File: src/rtl/uart_ack_transmitter.sv
// UART word transmitter with ACK wait, timeout and bounded retransmission.
// Define UART_PARITY_EN to add an even-parity bit to frames in both directions.
module uart_ack_transmitter #(
  parameter int unsigned DATA_WIDTH       = 16,
  parameter int unsigned UART_WIDTH       = 8,
  parameter int unsigned CLK_FREQ         = 50_000_000,
  parameter int unsigned BAUD_RATE        = 230400,
  parameter int unsigned RETRANSMIT_COUNT = 5,
  parameter int unsigned ACK_TIMEOUT_MS   = 1,
  parameter logic [UART_WIDTH-1:0] ACK_BYTE = UART_WIDTH'(8'b11001100)
) (
  input  logic                                      clk,
  input  logic                                      rst,
  input  logic [DATA_WIDTH-1:0]                     data_in,
  input  logic                                      start,
  output logic                                      ready,
  output logic                                      tx,
  input  logic                                      rx,
  output logic                                      done,
  output logic                                      fail,
  output logic [$clog2(RETRANSMIT_COUNT+2)-1:0]     attempt
);

  localparam int unsigned CLKS_PER_BIT = CLK_FREQ / BAUD_RATE;
  localparam int unsigned HALF_BIT     = (CLKS_PER_BIT / 2 > 0) ? CLKS_PER_BIT / 2 : 1;
  localparam int unsigned TIMEOUT_CLKS =
      32'((longint'(ACK_TIMEOUT_MS) * longint'(CLK_FREQ)) / 1000);
  localparam int unsigned NFRAMES      = (DATA_WIDTH + UART_WIDTH - 1) / UART_WIDTH;
  localparam int unsigned PAD_W        = NFRAMES * UART_WIDTH;
`ifdef UART_PARITY_EN
  localparam int unsigned FRAME_BITS   = UART_WIDTH + 3;
`else
  localparam int unsigned FRAME_BITS   = UART_WIDTH + 2;
`endif
  localparam int unsigned ATT_W  = $clog2(RETRANSMIT_COUNT + 2);
  localparam int unsigned BAUD_W = $clog2(CLKS_PER_BIT + 1);
  localparam int unsigned BIT_W  = $clog2(FRAME_BITS + 1);
  localparam int unsigned FRM_W  = $clog2(NFRAMES + 1);
  localparam int unsigned TO_W   = $clog2(TIMEOUT_CLKS + 1);

  typedef enum logic [1:0] {StIdle, StSend, StWaitAck} state_e;
  typedef enum logic [2:0] {RxIdle, RxStart, RxData, RxParity, RxStop} rx_state_e;

  // Frame bits in transmit order (bit 0 first): start, data LSB-first, [parity], stop.
  function automatic logic [FRAME_BITS-1:0] build_frame(input logic [PAD_W-1:0] word,
                                                        input logic [FRM_W-1:0] idx);
    logic [UART_WIDTH-1:0] chunk;
    chunk = UART_WIDTH'(word >> (32'(idx) * UART_WIDTH));
`ifdef UART_PARITY_EN
    return {1'b1, ^chunk, chunk, 1'b0};
`else
    return {1'b1, chunk, 1'b0};
`endif
  endfunction

  state_e                 state_q, state_d;
  logic [PAD_W-1:0]       shadow_q, shadow_d;
  logic [FRAME_BITS-1:0]  shift_q, shift_d;
  logic                   tx_q, tx_d;
  logic [BAUD_W-1:0]      baud_q, baud_d;
  logic [BIT_W-1:0]       bit_q, bit_d;
  logic [FRM_W-1:0]       frame_q, frame_d;
  logic [TO_W-1:0]        to_q, to_d;
  logic [ATT_W-1:0]       attempt_q, attempt_d;
  logic                   done_q, done_d, fail_q, fail_d;

  logic                   rx_meta_q, rx_sync_q, rx_prev_q;
  rx_state_e              rx_state_q, rx_state_d;
  logic [BAUD_W-1:0]      rx_cnt_q, rx_cnt_d;
  logic [BIT_W-1:0]       rx_bit_q, rx_bit_d;
  logic [UART_WIDTH-1:0]  rx_data_q, rx_data_d;
  logic                   rx_par_ok_q, rx_par_ok_d;
  logic                   byte_done, byte_ack;

  // ACK receiver; held in RxIdle whenever the main FSM is not waiting for an ACK.
  always_comb begin
    rx_state_d  = rx_state_q;
    rx_cnt_d    = rx_cnt_q;
    rx_bit_d    = rx_bit_q;
    rx_data_d   = rx_data_q;
    rx_par_ok_d = rx_par_ok_q;
    byte_done   = 1'b0;
    byte_ack    = 1'b0;
    if (state_q != StWaitAck) begin
      rx_state_d = RxIdle;
    end else begin
      unique case (rx_state_q)
        RxIdle: begin
          if (rx_prev_q && !rx_sync_q) begin
            rx_state_d = RxStart;
            rx_cnt_d   = '0;
          end
        end
        RxStart: begin
          if (rx_cnt_q == BAUD_W'(HALF_BIT - 1)) begin
            rx_cnt_d    = '0;
            rx_bit_d    = '0;
            rx_par_ok_d = 1'b1;
            rx_state_d  = rx_sync_q ? RxIdle : RxData;
          end else begin
            rx_cnt_d = rx_cnt_q + 1'b1;
          end
        end
        RxData: begin
          if (rx_cnt_q == BAUD_W'(CLKS_PER_BIT - 1)) begin
            rx_cnt_d  = '0;
            rx_data_d = (rx_data_q >> 1) | (UART_WIDTH'(rx_sync_q) << (UART_WIDTH - 1));
            rx_bit_d  = rx_bit_q + 1'b1;
            if (rx_bit_q == BIT_W'(UART_WIDTH - 1)) begin
`ifdef UART_PARITY_EN
              rx_state_d = RxParity;
`else
              rx_state_d = RxStop;
`endif
            end
          end else begin
            rx_cnt_d = rx_cnt_q + 1'b1;
          end
        end
        RxParity: begin
          if (rx_cnt_q == BAUD_W'(CLKS_PER_BIT - 1)) begin
            rx_cnt_d    = '0;
            rx_par_ok_d = ((^rx_data_q) == rx_sync_q);
            rx_state_d  = RxStop;
          end else begin
            rx_cnt_d = rx_cnt_q + 1'b1;
          end
        end
        RxStop: begin
          if (rx_cnt_q == BAUD_W'(CLKS_PER_BIT - 1)) begin
            rx_state_d = RxIdle;
            byte_done  = 1'b1;
            // A low stop bit (framing error) or bad parity never counts as an ACK.
            byte_ack   = rx_sync_q && rx_par_ok_q && (rx_data_q == ACK_BYTE);
          end else begin
            rx_cnt_d = rx_cnt_q + 1'b1;
          end
        end
        default: rx_state_d = RxIdle;
      endcase
    end
  end

  always_comb begin
    state_d   = state_q;
    shadow_d  = shadow_q;
    shift_d   = shift_q;
    tx_d      = tx_q;
    baud_d    = baud_q;
    bit_d     = bit_q;
    frame_d   = frame_q;
    to_d      = to_q;
    attempt_d = attempt_q;
    done_d    = 1'b0;
    fail_d    = 1'b0;
    unique case (state_q)
      StIdle: begin
        if (start) begin
          shadow_d  = PAD_W'(data_in);
          shift_d   = build_frame(PAD_W'(data_in), FRM_W'(0));
          tx_d      = 1'b0;
          baud_d    = '0;
          bit_d     = '0;
          frame_d   = '0;
          attempt_d = ATT_W'(1);
          state_d   = StSend;
        end
      end
      StSend: begin
        if (baud_q == BAUD_W'(CLKS_PER_BIT - 1)) begin
          baud_d = '0;
          if (bit_q == BIT_W'(FRAME_BITS - 1)) begin
            bit_d = '0;
            if (frame_q == FRM_W'(NFRAMES - 1)) begin
              tx_d    = 1'b1;
              to_d    = '0;
              state_d = StWaitAck;
            end else begin
              frame_d = frame_q + 1'b1;
              shift_d = build_frame(shadow_q, frame_q + 1'b1);
              tx_d    = 1'b0;
            end
          end else begin
            bit_d   = bit_q + 1'b1;
            shift_d = shift_q >> 1;
            tx_d    = shift_q[1];
          end
        end else begin
          baud_d = baud_q + 1'b1;
        end
      end
      StWaitAck: begin
        to_d = to_q + 1'b1;
        if (byte_done && byte_ack) begin
          done_d    = 1'b1;
          attempt_d = '0;
          state_d   = StIdle;
        end else if (byte_done || (to_q == TO_W'(TIMEOUT_CLKS - 1))) begin
          if (attempt_q <= ATT_W'(RETRANSMIT_COUNT)) begin
            attempt_d = attempt_q + 1'b1;
            shift_d   = build_frame(shadow_q, FRM_W'(0));
            tx_d      = 1'b0;
            baud_d    = '0;
            bit_d     = '0;
            frame_d   = '0;
            state_d   = StSend;
          end else begin
            fail_d    = 1'b1;
            attempt_d = '0;
            state_d   = StIdle;
          end
        end
      end
      default: state_d = StIdle;
    endcase
  end

  always_ff @(posedge clk or posedge rst) begin
    if (rst) begin
      state_q     <= StIdle;
      shadow_q    <= '0;
      shift_q     <= '1;
      tx_q        <= 1'b1;
      baud_q      <= '0;
      bit_q       <= '0;
      frame_q     <= '0;
      to_q        <= '0;
      attempt_q   <= '0;
      done_q      <= 1'b0;
      fail_q      <= 1'b0;
      rx_meta_q   <= 1'b1;
      rx_sync_q   <= 1'b1;
      rx_prev_q   <= 1'b1;
      rx_state_q  <= RxIdle;
      rx_cnt_q    <= '0;
      rx_bit_q    <= '0;
      rx_data_q   <= '0;
      rx_par_ok_q <= 1'b1;
    end else begin
      state_q     <= state_d;
      shadow_q    <= shadow_d;
      shift_q     <= shift_d;
      tx_q        <= tx_d;
      baud_q      <= baud_d;
      bit_q       <= bit_d;
      frame_q     <= frame_d;
      to_q        <= to_d;
      attempt_q   <= attempt_d;
      done_q      <= done_d;
      fail_q      <= fail_d;
      rx_meta_q   <= rx;
      rx_sync_q   <= rx_meta_q;
      rx_prev_q   <= rx_sync_q;
      rx_state_q  <= rx_state_d;
      rx_cnt_q    <= rx_cnt_d;
      rx_bit_q    <= rx_bit_d;
      rx_data_q   <= rx_data_d;
      rx_par_ok_q <= rx_par_ok_d;
    end
  end

  assign ready   = (state_q == StIdle);
  assign tx      = tx_q;
  assign done    = done_q;
  assign fail    = fail_q;
  assign attempt = attempt_q;

endmodule
File: config.mk
export PLATFORM = sky130hd
export DESIGN_NAME = uart_ack_transmitter
export DESIGN_NICKNAME = d
export VERILOG_FILES = /design/src/rtl/uart_ack_transmitter.sv
export SDC_FILE = /design/constraint.sdc
export NUM_CORES = 1
export LEC_CHECK = 0
export ABC_AREA = 1
export CAP_MARGIN = 15
export CORE_ASPECT_RATIO = 1.25
export CORE_MARGIN = 2
export CORE_UTILIZATION = 50
export CTS_BUF_LIST = sky130_fd_sc_hd__clkbuf_8
export DETAILED_ROUTE_END_ITERATION = 7
export GPL_ROUTABILITY_DRIVEN = 0
export PLACE_DENSITY = 0.64
export SYNTH_ARGS = -nofsm -noshare
export SYNTH_HDL_FRONTEND = slang
export SYNTH_SLANG_ARGS = --single-unit
File: constraint.sdc
create_clock -name clk -period 3.4 [get_ports clk]
set_clock_uncertainty 0.2 [all_clocks]
set_input_delay 0.68 -clock clk [delete_from_list [all_inputs] [get_ports clk]]
set_output_delay 0.68 -clock clk [all_outputs]
set_load 0.1 [all_outputs]
After elaboration in Yosys (flattened, before gate mapping)
Cells that the tools add are included.
Word-level totals
  input bits: 20
  flip-flop bits (word level): 91
Cells by class
  $lt $le $gt $ge: 1
  eq/ne operators: 37
  muxes and demuxes: 86
  $add $sub $neg: 7
  bitwise logic cells: 2
  reduce and logical (&&, ||, !) cells: 29
  shift operators: 1
Operator list (number)
  2-to-1 mux 8 bit: 9
  2-to-1 mux 10 bit: 7
  2-to-1 mux 16 bit: 3
  2-to-1 mux 3 bit: 11
  2-to-1 mux 4 bit: 8
  one-hot mux 16 bit (2 select lines): 1
  one-hot mux 8 bit (4 select lines): 1
  one-hot mux 10 bit (3 select lines): 1
  2-to-1 mux 2 bit: 14
  inequality test 2 bit (second input constant): 14
  == test 8 bit (second input constant): 3
  inequality test 3 bit (second input constant): 8
  one-hot mux 8 bit (3 select lines): 1
  2-to-1 mux 1 bit: 22
  adder 16 x 1 -> 16 bit (second input constant): 1
  adder 8 x 1 -> 8 bit (second input constant): 2
  == test 16 bit (second input constant): 1
  AND reduction 4 bit: 4
  right shift 16 x 5 -> 8 bit: 1
  one-hot mux 3 bit (5 select lines): 1
  one-hot mux 2 bit (3 select lines): 2
  one-hot mux 4 bit (3 select lines): 1
  AND reduction 6 bit: 2
  AND reduction 5 bit: 2
  33 further kinds: 43

Longest topological paths before layout
Gate-level depths: netlist of the first run.
  depth in word-level cells: 8
  mapped depth: 12

Worst setup path before layout of the first run
OpenSTA, ideal clock, no wires.
  kind: reg-to-reg
  start: reg state_q[0]
  end: reg shadow_q[0]
  stages on the path, launching flop included: 6
  arrival time: 2.200 ns
  buffers on the path: 1
  period minus slack after synthesis: 2.524 ns
  setup time: 0.125 ns
  path slack: 0.876 ns
  data required time: 3.075 ns
  path through: dfrtp_1 -> inv_1 -> ha_1 -> nand2_1 -> buf_2 -> mux2_2
Between the ends
  longest elaborated chain between the ends: 2
RTL lines
  start, declared: RTL line 56  | state_e state_q, state_d;
  start signal, assigned: RTL line 220  | state_q <= StIdle;
  start signal, assigned: RTL line 240  | state_q <= state_d;
  logical NOT 2 bit
  via ready: RTL line 16  | output logic ready,
  AND reduction 2 bit (no source line)
  end signal, assigned: RTL line 241  | shadow_q <= shadow_d;
  end, declared: RTL line 57  | logic [PAD_W-1:0] shadow_q, shadow_d;
The timed path passes the listed nets, and every way through them passes these cells.
A chain may end at the register's enable or synchronous reset.

Worst setup path in the final report of the first run
  start: reg state_q[1]
  end: reg to_q[0]
Between the ends
  longest elaborated chain between the ends: 3
RTL lines
  == test 2 x 1 -> 1 bit or == test 2 bit (tied branches): RTL line 156  | unique case (state_q)
  inequality test 2 bit (no source line) or nonzero test 2 bit (tied branches)
  AND reduction 4 bit (no source line)
  end signal, assigned: RTL line 247  | to_q <= to_d;
  end, declared: RTL line 63  | logic [TO_W-1:0] to_q, to_d;
Parallel ways exist; a longest one is shown, timed or not.

==> reports/qor.yml, run 1 <==
critical_path:
  crit_slowest_cell: "ha_1"
  slowest_delay_ns: 0.48
  crit_path_end_kind: "register"
  start_kind: "register"
  crit_chain: "inv_1, ha_1, clkinv_1, nor2_1, nand2_2, inv_1, o21ai_0, o21a_1"
  arrival_ns: 2.64
  cp_common_cell: "inv_1"
  crit_fanout: 26
  criticalPathCategory: "reg2reg"
  crit_required_ns: 3.46
sta:
  setup_slack_ns: 0.8246
  rsz0062_at_grt: "false"
  tightestPinTransition_ns: 0.6820
  fin_crit_sh: 0.7575
  slew_violations: 0
  max_clock_freq_mhz: 388.3
  hold_viol: 0
  maxSlewHeadroom: 0.5442
  setup_viol: 0
  tns_ns: 0
  period_minus_slack_ns: 2.575
finish:
  antenna_cells: 0
  layout.cells.non_filler: 833
  drive_above_1_share: 0.1512
  nets: 734
  nFillCells: 992
  syn_to_final_growth_pct: 10.74
clocking:
  cts_buffers: 9
  cts_resized: 0
  path_clk_slew_ns: 0.10
  post_cts_buffers: 0
  postCtsHoldBufs: 0
  worst_skew_pair.late_latency_ns: 0.37
  root_buffer: "clkbuf_8"
  cts_tree: "built"
  cts_max_level: 3
  clk_path_buf_depth: 2
  cts.sinks: 90
route:
  wl_met1_mm: 5.141
  dr_wl_met3_um: 387
  drt.antenna.violating_nets: 0
  wl_per_cell_um: 13.90
  routed-wl-met2_mm: 5.681
  remaining_drc_errors: 0
  vias: 4573
  highest_layer: "met4"
  wl_mm: 11.58
  routed_via_density: 5.490
  drtIter0Drc: 269
  drtPass1Iterations: 5
synthesis:
  syn_area_um2: 5335
  netlist.area_leader.share: 0.3565
  synth.avg_cell_area_um2: 7.939
  yosys.area.top_type: "dfrtp_1"
  postSynthCellCount: 672
  synth.distinct_cells: 47
  ys.warnings.count: 0
  synth_area_leaders: "dfrtp_1, nand2_1, dfstp_2"
  synth_fp_nets: 710
  async_reset_ff_frac: 1.000
  synth_seq_cells: 90
  synth-seq-area-share: 0.4254
  synth-edff-count: 0
  synth_ff_type: "dfrtp_1"
die:
  dieWidth_um: 96.39
  ios: 27
  rows: 42
  die_y_um: 119.5
  die_area_um2: 11520
  core_region_area_um2: 10510
  initial_core_util: 0.5076
worst_hold_path:
  min_path_type: "reg2reg"
power_and_ir_drop:
  pwr_density_cell_nw_per_um2: 400.7
  p_leak_nw: 2.740
  vdd_drop_max_mv: 0.2958
place:
  post-place-ws_ns: 0.8660
  portBuffers: 26
  dp_cells: 817
  dp_hpwl_mm: 8.581
global_route:
  grt_pass1_vias: 4298
  grt_max_degree: 91
  grt_first_pass_wirelength_mm: 19.82
  grt-ovfl-total: 0
  antenna_found_initial: 0
  track_usage: 0.2178
run:
  cap_violations: 0
status:
  status: "finished, final reports clean"
cell usage in the layout, fill, tap and decap left out, types with 2 or more instances in the layout:
cell type        Yosys  layout
ha_1                18      18
nand2_1            178     178
nand3_1             52      52
nor2_1              56      56
nor3_1               7       7
inv_1               55      54
dfstp_2             14      14
o21ai_1              4       4
nand2_4              3       3
a21o_1               2       2
clkdlybuf4s50_1      0      19
inv_6                0       2
inv_2               10      10
dfrtp_1             76      76
a21oi_1             30      30
nand3b_1             2       2
mux2_2              18      18
clkinv_2             0       2
nor2_8               2       2
nand3_2              4       4
o21ai_0             39      39
xor2_1               6       6
nor2_4               2       2
nor2_2               8       8
a22oi_1              2       2
bufinv_16            0       2
a31o_2               3       3
buf_4                3      10
clkbuf_8             0       9
nand2_2              5       5
o31ai_1              2       2
xnor2_1              3       3
a31oi_1              6       6
or2_2                6       6
o211ai_1             3       3
nand4_1             27      27
final cells by class:
class / instances / area, um2 / share of cell area
Multi-Input combinational cell: 499 / 2716 / 0.4598
Sequential cell: 90 / 2270 / 0.3842
Timing Repair Buffer: 30 / 285.3 / 0.04828
Inverter: 66 / 249.0 / 0.04214
Tap cell: 132 / 165.2 / 0.02795
Clock buffer: 9 / 123.9 / 0.02097
Clock inverter: 7 / 98.84 / 0.01673
critical path: cells and delay by family, from the launching register on:
kind	cells	cell delay, ns
buf+inv	3	0.66
flops	1	0.40
compound gates	2	0.25
fa+ha+maj	1	0.48
simple gates	2	0.47
per-layer routing:
metal | vias up | global-route usage
met5 | - | 0
met4 | 0 | 0.09507
met3 | 26 | 0.03829
met2 | 91 | 0.3490
met1 | 2171 | 0.2870
li1 | 2285 | -
metrics by stage:
step           hold slack, ns  cell area [um2]    util  power [mW]
4_1_cts                0.1625             5908  0.5621       2.400
3_3_place_gp           0.1463             5685  0.5410       1.556
3_5_place_dp           0.1484             5685  0.5410       1.569
6_report               0.1623             5908  0.5621       2.367
2_1_floorplan          0.1452             5335       -       1.470
5_1_grt                0.1683             5908  0.5621       2.511
logic make-up after synthesis:
| group | Yosys count | synth area share |
|---|---|---|
| flops | 90 | 0.4254 |
| compound gates | 97 | 0.1020 |
| mux | 18 | 0.03799 |
| buf+inv | 83 | 0.06543 |
| fa+ha+maj | 18 | 0.04221 |
| simple gates | 357 | 0.3121 |
| xor+xnor | 9 | 0.01478 |
report_power, final:
group / switching (mW) / internal (mW) / leakage (nW) / total, mW
logic: 0.270 / 0.129 / 1.45 / 0.399
clock network: 0.401 / 0.419 / 0.110 / 0.821
registers: 0.0349 / 1.11 / 1.18 / 1.15
cell usage after synthesis (2+ instances only):
| cell | n |
|---|---|
| inv_1 | 55 |
| dfstp_2 | 14 |
| nor2_8 | 2 |
| buf_4 | 3 |
| nand3b_1 | 2 |
| nand3_2 | 4 |
| ha_1 | 18 |
| a31oi_1 | 6 |
| buf_2 | 6 |
| a22oi_1 | 2 |
| mux2_2 | 18 |
| nor2_1 | 56 |
| nand2_2 | 5 |
| o211ai_1 | 3 |
| a21oi_1 | 30 |
| clkbuf_1 | 6 |
| inv_2 | 10 |
| nand2_4 | 3 |
| dfrtp_1 | 76 |
| xor2_1 | 6 |
| nand4_1 | 27 |
| xnor2_1 | 3 |
| o21ai_0 | 39 |
| a31o_2 | 3 |
| or2_2 | 6 |
| a21o_1 | 2 |
| o21ai_1 | 4 |
| nor3_1 | 7 |
| nand2_1 | 178 |
| nor2_4 | 2 |
| nor2_2 | 8 |
| o31ai_1 | 2 |
| nand3_1 | 52 |
registers in the layout (all words and copies together) (netlist names), 3 cells and up:
name and flops:
shift_q 9, baud_q 8, rx_data_q 8, to_q 16, rx_cnt_q 8, bit_q 4
rx_bit_q 4, shadow_q 16, rx_state_q 3, attempt 3
path summary, 6_finish.rpt:
kind | from | endpoint | slack, ns | depth (start not counted)
worst max-delay path | state_q[1] | to_q[0] | 0.82 | 8
worst min-delay path | rx_meta_q | rx_sync_q | 0.16 | 0
worst max register to register | state_q[1] | to_q[0] | 0.82 | 8
worst min register to register | rx_meta_q | rx_sync_q | 0.16 | 0
max in group asynchronous | rst | shift_q[8] | 2.07 | 3
min in group asynchronous | rst | attempt[1] | 0.52 | 3
Power figures use the tool's default switching activity.
==> inputs of run 2 (changes only) <==
==> constraint.sdc (replaced) <==
create_clock -name clk -period 2.5 [get_ports clk]
set_clock_uncertainty 0.2 [all_clocks]
set_input_delay 0.5 -clock clk [delete_from_list [all_inputs] [get_ports clk]]
set_output_delay 0.5 -clock clk [all_outputs]
set_load 0.1 [all_outputs]
==> reports/qor.yml, run 2 (synthesized netlist as in run 1, its figures left out) <==
power_and_ir_drop:
  switchingPower_uw: 910.0
  p_int_mw: 2.181
  pwr_density_cell_nw_per_um2: 518.8
  power_frac_clock: 0.320
  vdd_drop_max_mv: 0.3820
  p_total_mw: 3.092
  p_leak_nw: 2.769
  combinationalPowerShare: 0.175
  p_seq_frac: 0.505
  swShare: 0.2944
clocking:
  cts_max_level: 3
  root_buffer: "clkbuf_8"
  cts_tree: "built"
  cts_buffers: 9
  worst_skew_pair.late_latency_ns: 0.36
  cts.sinks: 90
  postCtsHoldBufs: 0
  path_clk_slew_ns: 0.09
  clk_path_buf_depth: 2
critical_path:
  start_kind: "register"
  crit_required_ns: 2.54
  crit_slowest_cell: "dfrtp_1"
  arrival_ns: 2.26
  crit_path_end_kind: "register"
  criticalPathCategory: "reg2reg"
  r2r_start: "to_q[0]"
  slowest_delay_ns: 0.41
  reg2reg_slack_ns: 0.28
  crit_start: "to_q[0]"
  crit_chain: "ha_1, nand3_1, nor2_1, nand2_1, nand3_2, nand3_2, nand2_1, o21ai_0"
  crit_fanout: 16
place:
  post-place-ws_ns: 0.2973
  dp_hpwl_mm: 8.639
  portBuffers: 26
global_route:
  antenna_found_initial: 0
  track_usage: 0.2229
  grt_pass1_vias: 4386
  grt_max_degree: 91
  grt-ovfl-total: 0
  grt_first_pass_wirelength_mm: 20.27
finish:
  finish.utilization: 0.5670
  antenna_cells: 0
  mostFrequentLayoutCells: "nand2_1, dfrtp_1, nor2_1, inv_1, nand3_1"
  syn_to_final_growth_pct: 11.70
  nFillCells: 994
  layout_commonest_cell: "nand2_1"
  nets: 740
  drive_above_1_share: 0.1584
  largestRegisters: "shadow_q (16), to_q (16), shift_q (9)"
worst_hold_path:
  min_path_type: "reg2reg"
  holdCritStartpoint: "rx_meta_q"
sta:
  hold_viol: 0
  fin_crit_sh: 0.8868
  tightestPinTransition_ns: 0.5338
  setup_viol: 0
  period_minus_slack_ns: 2.217
  rsz0062_at_grt: "false"
  maxSlewHeadroom: 0.6438
  slew_violations: 0
  tns_ns: 0
  setup_slack_ns: 0.2830
  max_clock_freq_mhz: 451.1
route:
  drt.antenna.violating_nets: 0
  wl_mm: 11.74
  wl_per_cell_um: 13.99
  drtIter0Drc: 226
  routed_via_density: 5.445
  vias: 4568
  remaining_drc_errors: 0
  drtPass1Iterations: 5
status:
  status: "finished, final reports clean"
die:
  core_region_area_um2: 10510
  rows: 42
  die_y_um: 119.5
  ios: 27
  initial_core_util: 0.5076
  die_area_um2: 11520
  dieWidth_um: 96.39
run:
  cap_violations: 0
run 2: worst paths after layout:
check / endpoint / cells after the start
worst max-delay path: baud_q[3] / 8
worst min-delay path: rx_sync_q / 0
worst max register to register: baud_q[3] / 8
worst min register to register: rx_sync_q / 0
max in group asynchronous: tx / 3
min in group asynchronous: rx_data_q[6] / 3
run 2: repair_timing:
action	4_1_cts	5_1_grt
setup endpoints to repair	0	1
buffers inserted	0	0
resized for setup	0	1
run 2: through the flow:
stage,hold slack [ns],cell area [um2],std cells
floorplan,0.1452,5341,672
global placement,0.1460,5748,823
detailed placement,0.1490,5748,823
CTS,0.1651,5949,839
global route,0.1593,5959,839
finish,0.1617,5959,839
run 2: critical path: cells and delay by family, from the launching register on:
kind	cells	cell delay [ns]
adders and majority gates	1	0.31
and+or+nand+nor	6	1.09
DFF	1	0.41
AOI/OAI and AO/OA	1	0.09
run 2: cell type report:
type | count | area (um2) | share of cell area
multi-input cells | 499 | 2729 | 0.4579
flip-flops and latches | 90 | 2270 | 0.3809
repair buffers | 36 | 342.8 | 0.05753
inverters | 66 | 251.5 | 0.04220
clock buffers | 14 | 192.7 | 0.03233
well taps | 132 | 165.2 | 0.02771
clock inverters | 2 | 8.758 | 0.001470
run 2: layer usage:
metal / vias up / track usage / share of wire
li1: 2299 / - / -
met1: 2125 / 0.2860 / 0.44
met2: 122 / 0.3750 / 0.50
met3: 22 / 0.02385 / 0.034
met4: 0 / 0.09947 / 0.028
met5: - / 0 / 0
run 2: power groups by stage:
stage	clock [mW]	sequential [mW]	combinational (mW)
floorplan	0	1.58	0.422
global placement	0	1.59	0.531
global route	1.08	1.57	0.631
CTS	1.02	1.56	0.545
detailed placement	0	1.59	0.543
finish	0.988	1.56	0.542
